<file path="config.mk">
export PLATFORM = sky130hd
export DESIGN_NAME = argmax_conf_seq
export DESIGN_NICKNAME = d
export VERILOG_FILES = /design/src/rtl/mnist_cls_pkg.sv /design/src/rtl/seq_udiv.sv /design/src/rtl/argmax_conf_seq.sv
export SDC_FILE = /design/constraint.sdc
export NUM_CORES = 1
export LEC_CHECK = 0
export BUFFER_PORTS_ARGS = -buffer_cell sky130_fd_sc_hd__buf_2
export CAP_MARGIN = 20
export CELL_PAD_IN_SITES_DETAIL_PLACEMENT = 0
export CELL_PAD_IN_SITES_GLOBAL_PLACEMENT = 1
export CORE_MARGIN = 2
export CORE_UTILIZATION = 45
export CTS_CLUSTER_DIAMETER = 50
export DETAILED_ROUTE_END_ITERATION = 12
export PLACE_DENSITY = 0.82
export SYNTH_ARGS = -nofsm -noshare
export SYNTH_HDL_FRONTEND = slang
export SYNTH_HIERARCHICAL = 1
export SYNTH_SLANG_ARGS = --single-unit
export TNS_END_PERCENT = 100
</file>
<file path="constraint.sdc">
create_clock -name clk -period 6.55 [get_ports clk]
set_clock_uncertainty 0.15 [all_clocks]
set_input_delay 0.3275 -clock clk [delete_from_list [all_inputs] [get_ports clk]]
set_output_delay 0.3275 -clock clk [all_outputs]
set_load 0.02 [all_outputs]
</file>
<file path="src/rtl/mnist_cls_pkg.sv">
// Shared constants and FSM state type for the classifier output stage.
package mnist_cls_pkg;

    localparam int N_CLASS_DEF   = 10;
    localparam int SCORE_W_DEF   = 9;
    localparam int PCT_SCALE_DEF = 100;

    typedef enum logic [1:0] {
        IDLE = 2'd0,
        SCAN = 2'd1,
        DIV  = 2'd2,
        DONE = 2'd3
    } cls_state_t;

endpackage

</file>
<file path="src/rtl/seq_udiv.sv">
// Unsigned restoring divider: one quotient bit per cycle, fixed NUM_W-cycle latency.
// A zero divisor still runs the full sequence and reports quotient 0.
module seq_udiv #(
    parameter int NUM_W = 16,
    parameter int DEN_W = 13
) (
    input  logic             clk,
    input  logic             rst_n,
    input  logic             start,
    input  logic [NUM_W-1:0] dividend,
    input  logic [DEN_W-1:0] divisor,
    output logic             busy,
    output logic             done,
    output logic [NUM_W-1:0] quotient
);

    localparam int CNT_W = $clog2(NUM_W + 1);

    logic [NUM_W-1:0] q_r;
    logic [DEN_W-1:0] rem_r;
    logic [DEN_W-1:0] den_r;
    logic [CNT_W-1:0] cnt_r;
    logic             busy_r;
    logic             done_r;
    logic             zero_r;

    logic             go;
    logic [NUM_W-1:0] cur_src;
    logic [DEN_W-1:0] cur_rem;
    logic [DEN_W-1:0] cur_den;
    logic [DEN_W:0]   trial;
    logic             fits;
    logic [DEN_W-1:0] rem_nxt;
    logic [NUM_W-1:0] q_nxt;

    // The first iteration runs on the start cycle straight from the inputs,
    // so the last quotient bit lands exactly NUM_W edges after start.
    assign go = start && !busy_r;

    always_comb begin
        cur_src = go ? dividend : q_r;
        cur_rem = go ? '0 : rem_r;
        cur_den = go ? divisor : den_r;
        trial   = {cur_rem, cur_src[NUM_W-1]};
        fits    = (trial >= {1'b0, cur_den});
        rem_nxt = fits ? DEN_W'(trial - {1'b0, cur_den}) : DEN_W'(trial);
        q_nxt   = {cur_src[NUM_W-2:0], fits};
    end

    always_ff @(posedge clk) begin
        if (!rst_n) begin
            q_r    <= '0;
            rem_r  <= '0;
            den_r  <= '0;
            cnt_r  <= '0;
            busy_r <= 1'b0;
            done_r <= 1'b0;
            zero_r <= 1'b0;
        end else begin
            done_r <= 1'b0;
            if (go) begin
                q_r    <= q_nxt;
                rem_r  <= rem_nxt;
                den_r  <= divisor;
                zero_r <= (divisor == '0);
                cnt_r  <= CNT_W'(NUM_W - 1);
                busy_r <= 1'b1;
            end else if (busy_r) begin
                q_r   <= q_nxt;
                rem_r <= rem_nxt;
                cnt_r <= cnt_r - CNT_W'(1);
                if (cnt_r == CNT_W'(1)) begin
                    busy_r <= 1'b0;
                    done_r <= 1'b1;
                end
            end
        end
    end

    assign busy     = busy_r;
    assign done     = done_r;
    assign quotient = zero_r ? '0 : q_r;

endmodule

</file>
<file path="src/rtl/argmax_conf_seq.sv">
// Sequential argmax / runner-up / total scan of a score vector, followed by
// an iterative confidence division max*PCT_SCALE/total.
module argmax_conf_seq
    import mnist_cls_pkg::*;
#(
    parameter int N_CLASS   = N_CLASS_DEF,
    parameter int SCORE_W   = SCORE_W_DEF,
    parameter int PCT_SCALE = PCT_SCALE_DEF,
    parameter int CONF_W    = 12,
    localparam int IDX_W    = $clog2(N_CLASS),
    localparam int SUM_W    = SCORE_W + $clog2(N_CLASS),
    localparam int SCL_W    = $clog2(PCT_SCALE + 1),
    localparam int NUM_W    = SCORE_W + SCL_W
) (
    input  logic                       clk,
    input  logic                       rst_n,
    input  logic                       in_valid,
    output logic                       in_ready,
    input  logic [N_CLASS*SCORE_W-1:0] score_in,
    output logic                       out_valid,
    input  logic                       out_ready,
    output logic [IDX_W-1:0]           max_index,
    output logic [CONF_W-1:0]          confidence,
    output logic [SCORE_W-1:0]         margin,
    output logic [SUM_W-1:0]           total
);

    // Handshakes: a transfer happens on a posedge where valid && ready are both
    // high; valid never depends on ready, and the DONE payload is held until taken.

    cls_state_t state, state_next;

    logic [N_CLASS*SCORE_W-1:0] vec_r;
    logic [SCORE_W-1:0]         max_r;
    logic [SCORE_W-1:0]         sec_r;
    logic [SUM_W-1:0]           sum_r;
    logic [IDX_W-1:0]           idx_r;
    logic [IDX_W-1:0]           cnt_r;

    logic [SCORE_W-1:0] s_cur;
    logic               scan_last;
    logic               div_start;
    logic               div_busy;
    logic               div_done;
    logic [NUM_W-1:0]   dividend;
    logic [NUM_W-1:0]   quotient;
    logic [CONF_W-1:0]  conf_sat;

    // The vector shifts right each SCAN cycle, so the current class is always the low slot.
    assign s_cur     = vec_r[SCORE_W-1:0];
    assign scan_last = (cnt_r == IDX_W'(N_CLASS - 1));
    assign dividend  = NUM_W'(max_r) * NUM_W'(PCT_SCALE);

    always_ff @(posedge clk) begin
        if (!rst_n) state <= IDLE;
        else        state <= state_next;
    end

    always_comb begin
        state_next = state;
        case (state)
            IDLE:    if (in_valid)  state_next = SCAN;
            SCAN:    if (scan_last) state_next = DIV;
            DIV:     if (div_done)  state_next = DONE;
            DONE:    if (out_ready) state_next = IDLE;
            default: state_next = IDLE;
        endcase
    end

    always_comb begin
        in_ready  = (state == IDLE);
        out_valid = (state == DONE);
        div_start = (state == DIV) && !div_busy && !div_done;
    end

    always_ff @(posedge clk) begin
        if (!rst_n) begin
            vec_r      <= '0;
            max_r      <= '0;
            sec_r      <= '0;
            sum_r      <= '0;
            idx_r      <= '0;
            cnt_r      <= '0;
            max_index  <= '0;
            confidence <= '0;
            margin     <= '0;
            total      <= '0;
        end else begin
            case (state)
                IDLE: begin
                    if (in_valid) begin
                        vec_r <= score_in;
                        max_r <= '0;
                        sec_r <= '0;
                        sum_r <= '0;
                        idx_r <= '0;
                        cnt_r <= '0;
                    end
                end
                SCAN: begin
                    // Strict compare: an equal score never displaces the earlier index.
                    if (s_cur > max_r) begin
                        sec_r <= max_r;
                        max_r <= s_cur;
                        idx_r <= cnt_r;
                    end else if (s_cur > sec_r) begin
                        sec_r <= s_cur;
                    end
                    sum_r <= sum_r + SUM_W'(s_cur);
                    vec_r <= vec_r >> SCORE_W;
                    cnt_r <= cnt_r + IDX_W'(1);
                end
                DIV: begin
                    if (div_done) begin
                        max_index  <= idx_r;
                        confidence <= conf_sat;
                        margin     <= max_r - sec_r;
                        total      <= sum_r;
                    end
                end
                default: ;
            endcase
        end
    end

    seq_udiv #(
        .NUM_W (NUM_W),
        .DEN_W (SUM_W)
    ) u_div (
        .clk      (clk),
        .rst_n    (rst_n),
        .start    (div_start),
        .dividend (dividend),
        .divisor  (sum_r),
        .busy     (div_busy),
        .done     (div_done),
        .quotient (quotient)
    );

    generate
        if (NUM_W > CONF_W) begin : g_sat
            assign conf_sat = (|quotient[NUM_W-1:CONF_W]) ? {CONF_W{1'b1}} : quotient[CONF_W-1:0];
        end else begin : g_ext
            assign conf_sat = CONF_W'(quotient);
        end
    endgenerate

endmodule
</file>
==> impl_metrics.ini <==
[status]
status = completed

[worst_setup_path]
crit_top_cell = ha_1
reg2reg_depth = 19
cpMaxStageDelayCell = o21ai_2
crit_type = reg2reg
crit_chain = ha_1, ha_1, fa_1, ha_1, a21oi_2, o21ai_1, or4_1, and3_1, a211oi_1, mux2i_1, ha_1, fa_1, nor2b_1, o31ai_2, a21oi_2, o31ai_2, o21ai_2, nor3_1, a311oi_2
critPathRequiredTime_ns = 6.87
worstPathMaxFanout = 13
critical_path.startpoint_type = flip-flop
endpoint_kind = flip-flop
slowest_delay_ns = 0.60
arrival_ns = 5.95

[floorplan]
num_rows = 60
io_pins = 134
dieHeight_um = 169
core_um2 = 26800
start_util = 0.457
die_area_um2 = 28500
die_w_um = 169

[detailed_routing]
wirelength_um = 31300
routed-via-count = 10410
via_per_inst = 5.52
dr.pass1.iters = 5
wl_per_cell_um = 16.6
drc_errors = 0
drt-initial-drc-count = 638
ant_nets = 0

[sta]
hold_slack_ns = 0.0118
relSlewSlack = 0.317
worstMarginPinSlew_ns = 1.02
setup_tns_ns = 0
rsz0062_at_grt = no
finalSetupViolCount = 0
fin_crit_sh = 0.860
max_clock_freq_mhz = 178
fin_crit_ns = 5.63
drv_slew = 0
hold_viol = 0

[final_layout]
nNetsFinal = 1710
final_cell_mix = dfxtp_1 (219), nand2_1 (170), buf_2 (132)
final_cell_area_um2 = 14900
final_common_cell = dfxtp_1
n_antenna_cell = 0
drive_gt1_frac = 0.153
areaGrowthSynthToFinish_pct = 21.5

[global_route]
grt_use_met1 = 0.282
track_usage = 0.213
grt_pass1_vias = 10015
gr-total-overflow = 0
grt_most_used_layer = met2
use_met3 = 0.0454
grtUsageMet2 = 0.351
grt_first_pass_wirelength_um = 50700
grt_max_degree = 148
antenna_found_initial = 2

[logic_synthesis]
ys_ff_latch = 219
avgSynthCellArea_um2 = 9.09
syn_inst = 1347
ys_seq_area_frac = 0.358
yosys_most_used_dff = dfxtp_1
synth-edff-count = 0
yosysWarnings = 6
async_reset_ff_frac = 0
syn_area_um2 = 12200
ys_types = 82

[clock_network]
cts_tree = done
cts_setup_buffers = 0
clk_latency_ns = 0.57
path_clk_slew_ns = 0.06
htreeDepth = 1
cts_buffer_depth = 3
cts_root_buffer = clkbuf_16
numClockSinks = 219
numCtsBuffers = 30

[worst_hold_path]
holdPathStages = 4
hold_path_class = in2reg

[placement]
dp_hpwl_um = 20800
gp_congestion = 0.831
place_area_um2 = 13000
port_buffers = 133

[power]
power_density_nw_per_um2 = 426
total_leakage_power_nw = 6.91
ir_worst_vdd_v = 0.000284

[job]
maxCapViolCount = 0
[worst max-delay path: cells and delay by family (launching register included)]
family,cells,cell delay (ns)
fa+ha+maj,6,2.08
compound gates,8,1.75
flops,1,0.46
simple gates,4,0.96
mux,1,0.15
[area by class of cell]
cell class,count,area [µm²]
timing repair buffer,227,1590
fill,2392,11900
clock buffer,39,805
sequential,219,4380
clock inverter,16,178
inverter,54,203
multi-input combinational,989,7290
tap,341,427
[final timing paths]
check,start,endpoint,slack [ns]
max,max_r[2],u_div/rem_r[1],0.92
min,score_in[80],vec_r[80],0.01
max reg2reg,max_r[2],u_div/rem_r[1],0.92
min reg2reg,total[10],total[10],0.31
[per-stage QoR]
| step | cells | setup WS [ns] | power (mW) | util |
|---|---|---|---|---|
| 3_3_place_gp | 1745 | 1.06 | 4.65 | 0.487 |
| 4_1_cts | 1885 | 0.919 | 6.35 | 0.555 |
| 2_1_floorplan | 1348 | 1.63 | 4.18 | - |
| 6_report | 1885 | 0.918 | 6.33 | 0.555 |
| 3_5_place_dp | 1745 | 0.925 | 4.70 | 0.487 |
| 5_1_grt | 1885 | 0.619 | 6.74 | 0.555 |
[kinds of logic after synthesis]
group,share of synthesized area
mux,0.0843
simple gates,0.182
flops,0.358
fa+ha+maj,0.101
other cells,0.000306
xor+xnor,0.0200
compound gates,0.205
buf+inv,0.0487
[report_power, final]
group,switching (mW),internal (mW)
Clock,0.633,0.952
Combinational,1.66,1.18
Sequential,0.275,1.64
Total,2.57,3.77
[cell usage after synthesis, types with 3 or more instances]
cell / count / area share
dfxtp_1: 219 / 0.36
nand2_1: 170 / 0.052
mux2i_1: 102 / 0.083
ha_1: 88 / 0.090
o211a_1: 70 / 0.057
o21ai_0: 65 / 0.027
nor2b_1: 62 / 0.032
inv_1: 54 / 0.017
clkbuf_1: 48 / 0.015
and2_1: 40 / 0.020
nor2_1: 38 / 0.012
a21oi_1: 32 / 0.013
buf_2: 29 / 0.012
o22ai_1: 29 / 0.015
nand3_1: 28 / 0.011
a22oi_1: 23 / 0.014
a21boi_0: 20 / 0.012
nor3_1: 20 / 0.0082
xnor2_1: 15 / 0.011
o221a_2: 13 / 0.012
xor2_1: 13 / 0.0093
a21o_1: 10 / 0.0061
nand4_1: 10 / 0.0051
nand2b_1: 9 / 0.0046
nor3b_1: 9 / 0.0055
fa_1: 7 / 0.011
o21a_1: 7 / 0.0043
a31oi_1: 6 / 0.0031
and3_1: 6 / 0.0031
or3_1: 6 / 0.0031
and4_1: 5 / 0.0036
buf_1: 5 / 0.0015
nor4_1: 5 / 0.0026
o211ai_1: 5 / 0.0031
o21ai_1: 5 / 0.0020
o31ai_1: 5 / 0.0031
nand3b_1: 4 / 0.0025
a21boi_1: 3 / 0.0018
a21oi_2: 3 / 0.0021
nor4b_1: 3 / 0.0021
or4_1: 3 / 0.0018
[registers in the layout (all words and copies together), names as in the netlist, 9 cells and up]
signal	cells
vec_r	90
u_div/den_r	13
confidence	12
u_div/rem_r	13
margin	9
u_div/q_r	16
sum_r	13
sec_r	9
max_r	9
total	13
[per-layer routing]
layer  wire length (µm)  up-vias
met3               1830       64
met5                 26        -
met2              14400      282
met1              14200     4880
li1                   -     5180
met4                859        4
[what timing repair did]
action                                  4_1_cts  5_1_grt
endpoints found under the hold margin        85        0
hold buffers                                 85        0
endpoints found under the setup margin        0        0
resized for setup                             0        0
No activity file was read; power rests on OpenSTA's default activity.
